$ cat config.mk
export PLATFORM = sky130hd
export DESIGN_NAME = contador_plazas_flat
export DESIGN_NICKNAME = d
export VERILOG_FILES = /design/src/rtl/contador_plazas_if.sv /design/src/rtl/contador_plazas.sv /design/src/flat_wrapper.sv
export SDC_FILE = /design/constraint.sdc
export NUM_CORES = 1
export LEC_CHECK = 0
export ABC_AREA = 1
export CAP_MARGIN = 0
export CORE_ASPECT_RATIO = 1.75
export CORE_MARGIN = 2
export CORE_UTILIZATION = 40
export CTS_BUF_LIST = sky130_fd_sc_hd__clkbuf_4 sky130_fd_sc_hd__clkbuf_8
export DETAILED_ROUTE_END_ITERATION = 10
export PLACE_DENSITY = 0.74
export RECOVER_POWER = 25
export REMOVE_ABC_BUFFERS = 1
export SLEW_MARGIN = 10
export SYNTH_ARGS = -nofsm -noshare
export SYNTH_HDL_FRONTEND = slang
export SYNTH_SLANG_ARGS = --single-unit
$ cat constraint.sdc
create_clock -name clk_slow -period 1.7 [get_ports clk_slow]
set_input_delay 0.255 -clock clk_slow [delete_from_list [all_inputs] [get_ports clk_slow]]
set_output_delay 0.255 -clock clk_slow [all_outputs]
set_load 0.05 [all_outputs]
$ cat src/rtl/contador_plazas_if.sv
// contador_plazas_if: debounced button levels in, occupancy/barrier/display values out.
//   master: drives btn_entrada/btn_salida, observes counter outputs.
//   slave : the counter itself.
interface contador_plazas_if #(
  parameter int ANCHO = 7
);
  logic btn_entrada;
  logic btn_salida;
  logic [ANCHO-1:0] ocupados;
  logic [ANCHO-1:0] libres;
  logic lleno;
  logic vacio;
  logic rechazo;
  logic barrera;
  logic [3:0] bcd_dec;
  logic [3:0] bcd_uni;
  modport master (
    output btn_entrada, btn_salida,
    input  ocupados, libres, lleno, vacio, rechazo, barrera, bcd_dec, bcd_uni
  );
  modport slave (
    input  btn_entrada, btn_salida,
    output ocupados, libres, lleno, vacio, rechazo, barrera, bcd_dec, bcd_uni
  );
endinterface

$ cat src/rtl/contador_plazas.sv
// contador_plazas: parking occupancy counter with barrier-open timer and free-space digits.
//   clk_slow : 1 kHz clock
//   rst_n    : async active-low reset
//   bus      : contador_plazas_if.slave (btn_entrada/btn_salida in; ocupados, libres,
//              lleno, vacio, rechazo, barrera, bcd_dec, bcd_uni out)
//   BCD_OUT_EN defined: bcd_dec/bcd_uni carry the registered decimal split of libres;
//   otherwise they are tied to zero.
module contador_plazas #(
  parameter int CAPACIDAD = 20,
  parameter int ANCHO     = 7,
  parameter int T_BARRERA = 3000
) (
  input logic clk_slow,
  input logic rst_n,
  contador_plazas_if.slave bus
);
  localparam int TW = $clog2(T_BARRERA + 1);
  localparam logic [ANCHO-1:0] CAP = ANCHO'(CAPACIDAD);
  localparam logic [TW-1:0] T_CARGA = TW'(T_BARRERA - 1);
  typedef enum logic {REPOSO, ABIERTA} estado_t;
  estado_t estado, estado_sig;
  logic [TW-1:0] timer, timer_sig;
  logic prev_ent, prev_sal, ev_ent, ev_sal, acepta, rechaza;
  logic [ANCHO-1:0] ocupados, ocupados_sig, libres;
  logic lleno, vacio, rechazo;
  assign ev_ent = bus.btn_entrada & ~prev_ent;
  assign ev_sal = bus.btn_salida & ~prev_sal;
  // simultaneous entry+exit is always accepted, even when full or empty
  assign rechaza = (ev_ent & ~ev_sal & lleno) | (ev_sal & ~ev_ent & vacio);
  assign acepta = (ev_ent | ev_sal) & ~rechaza;
  assign ocupados_sig = (ev_ent & ~ev_sal & ~lleno) ? ocupados + 1'b1 :
                        (ev_sal & ~ev_ent & ~vacio) ? ocupados - 1'b1 : ocupados;
  always_ff @(posedge clk_slow or negedge rst_n) begin
    if (!rst_n) begin
      prev_ent <= 1'b0;
      prev_sal <= 1'b0;
      ocupados <= '0;
      libres <= CAP;
      lleno <= 1'b0;
      vacio <= 1'b1;
      rechazo <= 1'b0;
    end else begin
      prev_ent <= bus.btn_entrada;
      prev_sal <= bus.btn_salida;
      ocupados <= ocupados_sig;
      libres <= CAP - ocupados_sig;
      lleno <= ocupados_sig == CAP;
      vacio <= ocupados_sig == '0;
      rechazo <= rechaza;
    end
  end
  always_ff @(posedge clk_slow or negedge rst_n) begin
    if (!rst_n) begin
      estado <= REPOSO;
      timer <= '0;
    end else begin
      estado <= estado_sig;
      timer <= timer_sig;
    end
  end
  // timer counts T_BARRERA-1 down to 0, giving exactly T_BARRERA open cycles
  always_comb begin
    estado_sig = acepta ? ABIERTA : (estado == ABIERTA && timer == '0) ? REPOSO : estado;
    timer_sig = acepta ? T_CARGA : (estado == ABIERTA && timer != '0) ? timer - 1'b1 : timer;
  end
  assign bus.ocupados = ocupados;
  assign bus.libres = libres;
  assign bus.lleno = lleno;
  assign bus.vacio = vacio;
  assign bus.rechazo = rechazo;
  assign bus.barrera = estado == ABIERTA;
`ifdef BCD_OUT_EN
  // libres never exceeds 99, so nine conditional subtractions of 10 suffice
  function automatic logic [7:0] a_bcd(input logic [ANCHO-1:0] v);
    logic [7:0] r;
    logic [3:0] d;
    r = 8'(v);
    d = '0;
    for (int i = 0; i < 9; i++) begin
      if (r >= 8'd10) begin
        r = r - 8'd10;
        d = d + 1'b1;
      end
    end
    return {d, r[3:0]};
  endfunction
  logic [7:0] bcd;
  always_ff @(posedge clk_slow or negedge rst_n) begin
    if (!rst_n) bcd <= a_bcd(CAP);
    else bcd <= a_bcd(CAP - ocupados_sig);
  end
  assign bus.bcd_dec = bcd[7:4];
  assign bus.bcd_uni = bcd[3:0];
`else
  assign bus.bcd_dec = 4'd0;
  assign bus.bcd_uni = 4'd0;
`endif
endmodule

$ cat src/flat_wrapper.sv
// flat-port wrapper written by rule: the top's interface ports become plain ports
module contador_plazas_flat 
#(
  parameter int CAPACIDAD = 20,
  parameter int ANCHO     = 7,
  parameter int T_BARRERA = 3000
)
  (clk_slow, rst_n, bus_btn_entrada, bus_btn_salida, bus_ocupados, bus_libres, bus_lleno, bus_vacio, bus_rechazo, bus_barrera, bus_bcd_dec, bus_bcd_uni);
  contador_plazas_if #(.ANCHO(ANCHO)) bus_i ();
  input logic clk_slow;
  input logic rst_n;
  input wire logic [$bits(bus_i.btn_entrada)-1:0] bus_btn_entrada;
  input wire logic [$bits(bus_i.btn_salida)-1:0] bus_btn_salida;
  output wire logic [$bits(bus_i.ocupados)-1:0] bus_ocupados;
  output wire logic [$bits(bus_i.libres)-1:0] bus_libres;
  output wire logic [$bits(bus_i.lleno)-1:0] bus_lleno;
  output wire logic [$bits(bus_i.vacio)-1:0] bus_vacio;
  output wire logic [$bits(bus_i.rechazo)-1:0] bus_rechazo;
  output wire logic [$bits(bus_i.barrera)-1:0] bus_barrera;
  output wire logic [$bits(bus_i.bcd_dec)-1:0] bus_bcd_dec;
  output wire logic [$bits(bus_i.bcd_uni)-1:0] bus_bcd_uni;
  assign bus_i.btn_entrada = bus_btn_entrada;
  assign bus_i.btn_salida = bus_btn_salida;
  assign bus_ocupados = bus_i.ocupados;
  assign bus_libres = bus_i.libres;
  assign bus_lleno = bus_i.lleno;
  assign bus_vacio = bus_i.vacio;
  assign bus_rechazo = bus_i.rechazo;
  assign bus_barrera = bus_i.barrera;
  assign bus_bcd_dec = bus_i.bcd_dec;
  assign bus_bcd_uni = bus_i.bcd_uni;
  contador_plazas #(.CAPACIDAD(CAPACIDAD), .ANCHO(ANCHO), .T_BARRERA(T_BARRERA)) u_core (.clk_slow(clk_slow), .rst_n(rst_n), .bus(bus_i));
endmodule
==> results of run 1 <==
==> worst max-delay path, cell delays in order (launching register included) <==
cell and delay (ns):
dfrtp_1 0.40, inv_2 0.09, ha_4 0.20, nand3b_1 0.15, nand2_1 0.08, nand2_2 0.08, nand2_4 0.07, inv_2 0.04
ha_4 0.15, nand3b_1 0.17, nand2_1 0.09, nand2_2 0.07, nand2_1 0.06, nand2_1 0.05, nand2_1 0.05
==> metal layers <==
metal	track usage	share of wire	vias to the layer above
met1	0.164	0.33	912
met3	0.0326	0.040	18
li1	-	-	913
met4	0.105	0.031	0
met2	0.377	0.60	63
met5	0	0	-
==> repair_timing <==
| item | 4_1_cts | 5_1_grt |
|---|---|---|
| gates resized for setup | 17 | 45 |
| setup buffers | 8 | 11 |
| pin swaps | 7 | 18 |
| gates cloned | 0 | 1 |
| setup endpoints to repair | 8 | 21 |
==> logic make-up after synthesis <==
logic type,after synthesis,synth area share
AND/OR/NAND/NOR,129,0.323
buffers and inverters,47,0.117
flip-flops,31,0.408
AO/OA/AOI/OAI,27,0.0963
XOR/XNOR,6,0.0275
adder cells (fa/ha/maj),4,0.0262
other,1,0.00196
==> through the flow <==
stage	cell area, µm²	setup TNS, ns	setup slack (ns)	utilization
after global placement	2330	-5.12	-0.380	0.505
final	2730	-0.297	-0.115	0.590
after floorplan	1840	-6.90	-0.937	-
after global routing	2730	-1.00	-0.243	0.590
after CTS	2530	-0.195	-0.100	0.548
after detailed placement	2330	-5.91	-0.441	0.505
==> area by class of cell <==
class	instances	area (µm²)
clock inverters	3	15.0
clock buffers	5	68.8
well taps	52	65.1
fillers	411	1900
inverters	34	135
multi-input cells	175	1110
repair buffers	70	552
flip-flops and latches	31	781
==> placed cells by master, fill, tap and decap left out, drive strengths merged <==
cell and n:
and2 1, o211ai 1, o31ai 1, nand3b 3, dlygate4sd2 1, clkbuf 6, clkdlybuf4s25 1, buf 66
nand3 31, clkinv 3, nand2 68, ha 4, dfrtp 28, dlygate4sd3 1, nor2 19, a21oi 6
nand4 6, dfstp 3, a41oi 1, nor3 2, o21a 1, inv 34, o22ai 1, conb 8
xor2 6, o21ai 16
==> worst paths after layout <==
kind	slack, ns	depth (start not counted)	endpoint
min in group asynchronous	0.58	2	u_core.bus.rechazo
worst min-delay path	0.30	1	u_core.prev_ent
worst min register to register	0.53	2	u_core.timer[1]
max in group asynchronous	0.58	2	u_core.bus.ocupados[2]
worst max-delay path	-0.12	14	u_core.bus.libres[6]
worst max register to register	-0.12	14	u_core.bus.libres[6]
==> flip-flops by register name, indices dropped and copies added (netlist names) <==
| name | cells |
|---|---|
| u_core.bus.vacio | 1 |
| u_core.bus.libres | 6 |
| u_core.timer | 12 |
| u_core.bus.ocupados | 7 |
| u_core.prev_sal | 1 |
| u_core.bus.rechazo | 1 |
| u_core.bus.lleno | 1 |
| u_core.bus.barrera | 1 |
| u_core.prev_ent | 1 |
==> power groups by stage <==
stage	combinational, W	clock, W	sequential, W
after floorplan	0.000761	0	0.00164
after global placement	0.00206	0	0.00106
after detailed placement	0.00208	0	0.00106
after CTS	0.00229	0.000569	0.00106
after global routing	0.00276	0.000605	0.00110
final	0.00257	0.000550	0.00108
==> metrics, run 1 <==
fin crit share=1.07; critical path class=reg2reg; vias=approximately 1,900; Setup crit end kind=flip-flop; clock latency on the worst-skew pair=approximately 0.28 ns; Worst Setup Start Kind=flip-flop; Req. time, crit path=about 1.9 ns; Final Power=0.00420 W; Post-synth EDFFs=0; placed insts=around 350; area leader, netlist=dfrtp_1; synthesis-to-finish area growth=42.9%; layout cells sized above 1=0.440; Initial DRT Pass Iterations=6; Pwr Density=between 1500 and 2000 nW/µm²; # H-tree levels=2; warning count from the yosys run=0; nets=about 330; crit path DAT=2.03 ns; worst setup path start=u_core.bus.ocupados[1]; Die ar.=~5400 µm²; VDD IR-drop max=about 1.3 mV; commonest cells in the synthesized netlist=60 x nand2_1, 29 x inv_1, 29 x nand3_1; Root Driver=clkbuf_8; vias per cell=5.15; Hold Startpoint=bus_btn_entrada; largest cells by area after synthesis=dfrtp_1 37%, nand2_1 12%, nand3_1 7.6%, inv_1 5.7%, dfstp_2 4.1%; num rows=33; CTS sink count=31; P_int=0.00221 W; P_sw=roughly 0.0020 W; Die Y=about 95 µm; Final setup viols=4; Detailed Route Iter0 Violations=between 60 and 70; Max Cap Viol=0; vias in the first global route=1,891; CTS tree=yes; status=finished, violations left; Layout Cells excl Fill=370; GPL Wtd Cong=about 0.83; Critical Path Fanout Max=3; initial antenna violation count=0; Die W=56.2 µm; clk_skew=0.00427 ns; Top FF cell, synth=dfrtp_1; drt wl/cell=13.9 µm; Port-buffer cells=21; Initial Utilization=0.413; violated checks=setup timing; Slew Limit Headroom=0.476; number of synthesized register bits=31; Tot GR Track Use=0.185; Clock Power Share=0.131; RR Startpoint=u_core.bus.ocupados[1]; Combinational Power Share=0.611; DRC=0; Cells after Synth=between 200 and 250; P_leak=1.33 nW; antenna viol nets, final=0; post-synthesis sequential area ratio=0.408; achievable clock frequency=551 MHz; mean post-synth cell area=between 7 and 8 µm²; Slew @ Worst Pin=roughly 0.8 ns; Final Hold Violating Endpoints=0; CTS Hold Bufs=0; top-area cell type share of the netlist area=0.367; clock tree buffer depth=2; Post-Syn Area=between 1500 and 2000 µm²; final hold slack=around 0.30 ns; total CTS buffers=5; Net Sw Frac=0.473; Min-Delay Path Class=in2reg; Distinct cells, synth=37; io pins=30; RSZ-0062 raised after global routing=true; final wirelength=5130 µm; final slew viol count=0; aggregate global routing overflow=0; largest net degree at the start of global routing=32; global-route wire length before repair=7760 µm; most frequent cell after synthesis=nand2_1; clock-pin slew on the worst setup and hold paths=roughly 0.060 ns; min setup slack post-route=-0.115 ns; Core Box Area=approximately 4600 µm²; post-DP HPWL=3410 µm; Tmin final=~1.8 ns; Antenna diodes=0; post-synthesis async set-or-reset flop share=1.00; Seq pwr share=0.258
(Power assumes the default switching activity.)
==> inputs of run 2 (changes only) <==
--- a/config.mk
+++ b/config.mk
@@ -8,7 +8,6 @@
 export ABC_AREA = 1
 export CAP_MARGIN = 0
 export CORE_ASPECT_RATIO = 1.75
-export CORE_MARGIN = 2
 export CORE_UTILIZATION = 40
 export CTS_BUF_LIST = sky130_fd_sc_hd__clkbuf_4 sky130_fd_sc_hd__clkbuf_8
 export DETAILED_ROUTE_END_ITERATION = 10
==> run 2 against run 1 <==
The flow still finishes with violations (setup timing). Sequential share of layout area increased by 0.74 points. Fmax grew 0.92%. Sequential power about the same. Global-route usage grew 2.3 points. Die area shrank 5.6%. Largest power group unchanged.
==> metrics, run 2 (synthesized netlist as in run 1, its figures left out) <==
Crit path top cell by count=nand2_1; WP buf/inv=2; VDD IR-drop max=roughly 1.3 mV; Final Power=around 0.0042 W; hold depth=1; P_sw=around 0.0019 W; clock latency on the worst-skew pair=roughly 0.29 ns; placed insts=about 340; aggregate global routing overflow=0; Combinational Power Share=0.558; Die W=54.2 µm; Biggest register=u_core.timer; Req. time, crit path=roughly 1.9 ns; CTS sink count=31; initial antenna violation count=0; # H-tree levels=2; Post-DP Area=2330 µm²; Final setup viols=2; crit-path leading delay family=simple AND/OR/NAND/NOR gates; RSZ-0062 raised after global routing=true; Initial Utilization=0.426; vias per cell=between 5 and 6; GPL Wtd Cong=between 0.8 and 0.9; Die ar.=about 5000 µm²; Critical Path Fanout Max=3; Pwr Density=approximately 1600 nW/µm²; nets=approximately 320; Detailed Route Iter0 Violations=57; max reg flops=12; drt wl/cell=13.7 µm; Min-Delay Path Class=in2reg; Die Y=around 93 µm; Tot GR Track Use=0.208; synthesis-to-finish area growth=39.3%; num rows=32; Setup crit end kind=flip-flop; vias=around 1,900; Worst Setup Start Kind=flip-flop; Slew @ Worst Pin=0.799 ns; Root Driver=clkbuf_8; P_int=between 0.002 and 0.0025 W; violated checks=setup timing; status=finished, violations left; Clock Power Share=0.182; CTS tree=yes; io pins=30; crit path DAT=~2.0 ns; vias in the first global route=1,757; final wirelength=4950 µm; Antenna diodes=0; most frequent cells in the layout=53 x nand2_1, 53 x buf_4, 27 x dfrtp_1; Seq pwr share=0.259; min setup slack post-route=-0.0985 ns; Tmin final=1.80 ns; final slew viol count=0; layout cells sized above 1=0.413; fin crit share=1.06; CP max stage delay=0.39 ns; post-DP HPWL=~3500 µm; achievable clock frequency=~560 MHz; Initial DRT Pass Iterations=6; Critical Path, Cell by Cell=inv_2 > ha_4 > nand3b_1 > nand2_1 > nand2_2 > nand2_2 > inv_2 > ha_4 > nand3b_1 > nand2_1 > nand2_2 > nand2_1 > nand2_1 > nand2_1; critical path's slowest cell=dfrtp_1; # fillers=~380; total CTS buffers=5; P_leak=1.28 nW; DRC=0; Net Sw Frac=0.459; Top Registers=u_core.timer x12, u_core.bus.ocupados x7, u_core.bus.libres x6; Final Hold Violating Endpoints=0; Layout Cell Area excl Fill=roughly 2700 µm²; Max Cap Viol=0; critical path class=reg2reg; clock tree buffer depth=2; largest net degree at the start of global routing=32; antenna viol nets, final=0; Layout Cells excl Fill=361; global-route wire length before repair=7510 µm; Slew Limit Headroom=0.467; Levels on crit path=14; Worst R2R Path Depth=14; clock-pin slew on the worst setup and hold paths=about 0.070 ns; clk_skew=between 0.01 and 0.015 ns; Port-buffer cells=21; Core Box Area=4480 µm²
-- run 2: cell count changes in the layout (fill, tap and decap cells not counted), sizes merged --
cell,change
clkbuf,+1
bufinv,+1
clkinv,-1
buf,-8
inv,-1
-- run 2: layout make-up --
type                       instances  area [µm²]  area share
inverter                          34         135      0.0508
tap                               51        63.8      0.0240
timing repair buffer              62         497       0.187
sequential                        31         781       0.294
clock buffer                       6        82.6      0.0310
multi-input combinational        175        1070       0.401
clock inverter                     2        35.0      0.0132
-- run 2: routing by layer --
| layer | part of all wire | routed length, µm | track usage | vias to the layer above |
|---|---|---|---|---|
| li1 | - | - | - | 897 |
| met1 | 0.36 | 1780 | 0.198 | 908 |
| met2 | 0.59 | 2930 | 0.388 | 35 |
| met3 | 0.025 | 123 | 0.0439 | 12 |
| met4 | 0.024 | 121 | 0.100 | 0 |
| met5 | 0 | 0 | 0 | - |
-- run 2: timing repair --
action | in CTS | in global routing
hold buffers | 0 | 0
setup endpoints to repair | 4 | 20
endpoints found under the hold margin | 0 | 0
setup buffers | 2 | 6
gates cloned | 0 | 1
pin swaps | 6 | 15
gates resized for setup | 7 | 42
-- run 2: path summary, 6_finish.rpt --
kind	from	end	slack [ns]
max	u_core.bus.ocupados[0]	u_core.bus.libres[6]	-0.1
min	bus_btn_salida	u_core.prev_sal	0.27
max reg2reg	u_core.bus.ocupados[0]	u_core.bus.libres[6]	-0.1
min reg2reg	u_core.timer[11]	u_core.timer[11]	0.53
max in group asynchronous	rst_n	u_core.bus.ocupados[2]	0.57
min in group asynchronous	rst_n	u_core.timer[5]	0.58
-- run 2: power by group through the flow --
stage | clock, W | sequential (W) | combinational [W]
final | 0.000761 | 0.00108 | 0.00233
after detailed placement | 0 | 0.00108 | 0.00204
after CTS | 0.000781 | 0.00107 | 0.00211
after floorplan | 0 | 0.00164 | 0.000761
after global routing | 0.000808 | 0.00110 | 0.00250
after global placement | 0 | 0.00108 | 0.00201
-- run 2: worst register-to-register path, delay by kind of cell, from the launching register on --
kind | cells | cell delay, ns
simple gates | 10 | 0.89
flops | 1 | 0.39
fa+ha+maj | 2 | 0.34
buf+inv | 2 | 0.12
-- run 2: per-stage QoR --
| step | utilization | setup WS, ns | hold WS (ns) | setup TNS (ns) |
|---|---|---|---|---|
| after floorplan | - | -0.937 | -0.0406 | -6.90 |
| after global placement | 0.520 | -0.382 | 0.503 | -4.59 |
| after detailed placement | 0.520 | -0.426 | 0.507 | -5.71 |
| after CTS | 0.552 | -0.119 | 0.264 | -0.247 |
| after global routing | 0.593 | -0.207 | 0.269 | -0.571 |
| final | 0.593 | -0.0985 | 0.270 | -0.127 |
==> inputs of run 3 (changes only) <==
--- a/config.mk
+++ b/config.mk
@@ -6,7 +6,6 @@
 export NUM_CORES = 1
 export LEC_CHECK = 0
 export ABC_AREA = 1
-export CAP_MARGIN = 0
 export CORE_ASPECT_RATIO = 1.75
 export CORE_UTILIZATION = 40
 export CTS_BUF_LIST = sky130_fd_sc_hd__clkbuf_4 sky130_fd_sc_hd__clkbuf_8
==> results of run 3 <==
No change in the layout: final DEF, timing and power equal those of run 2.
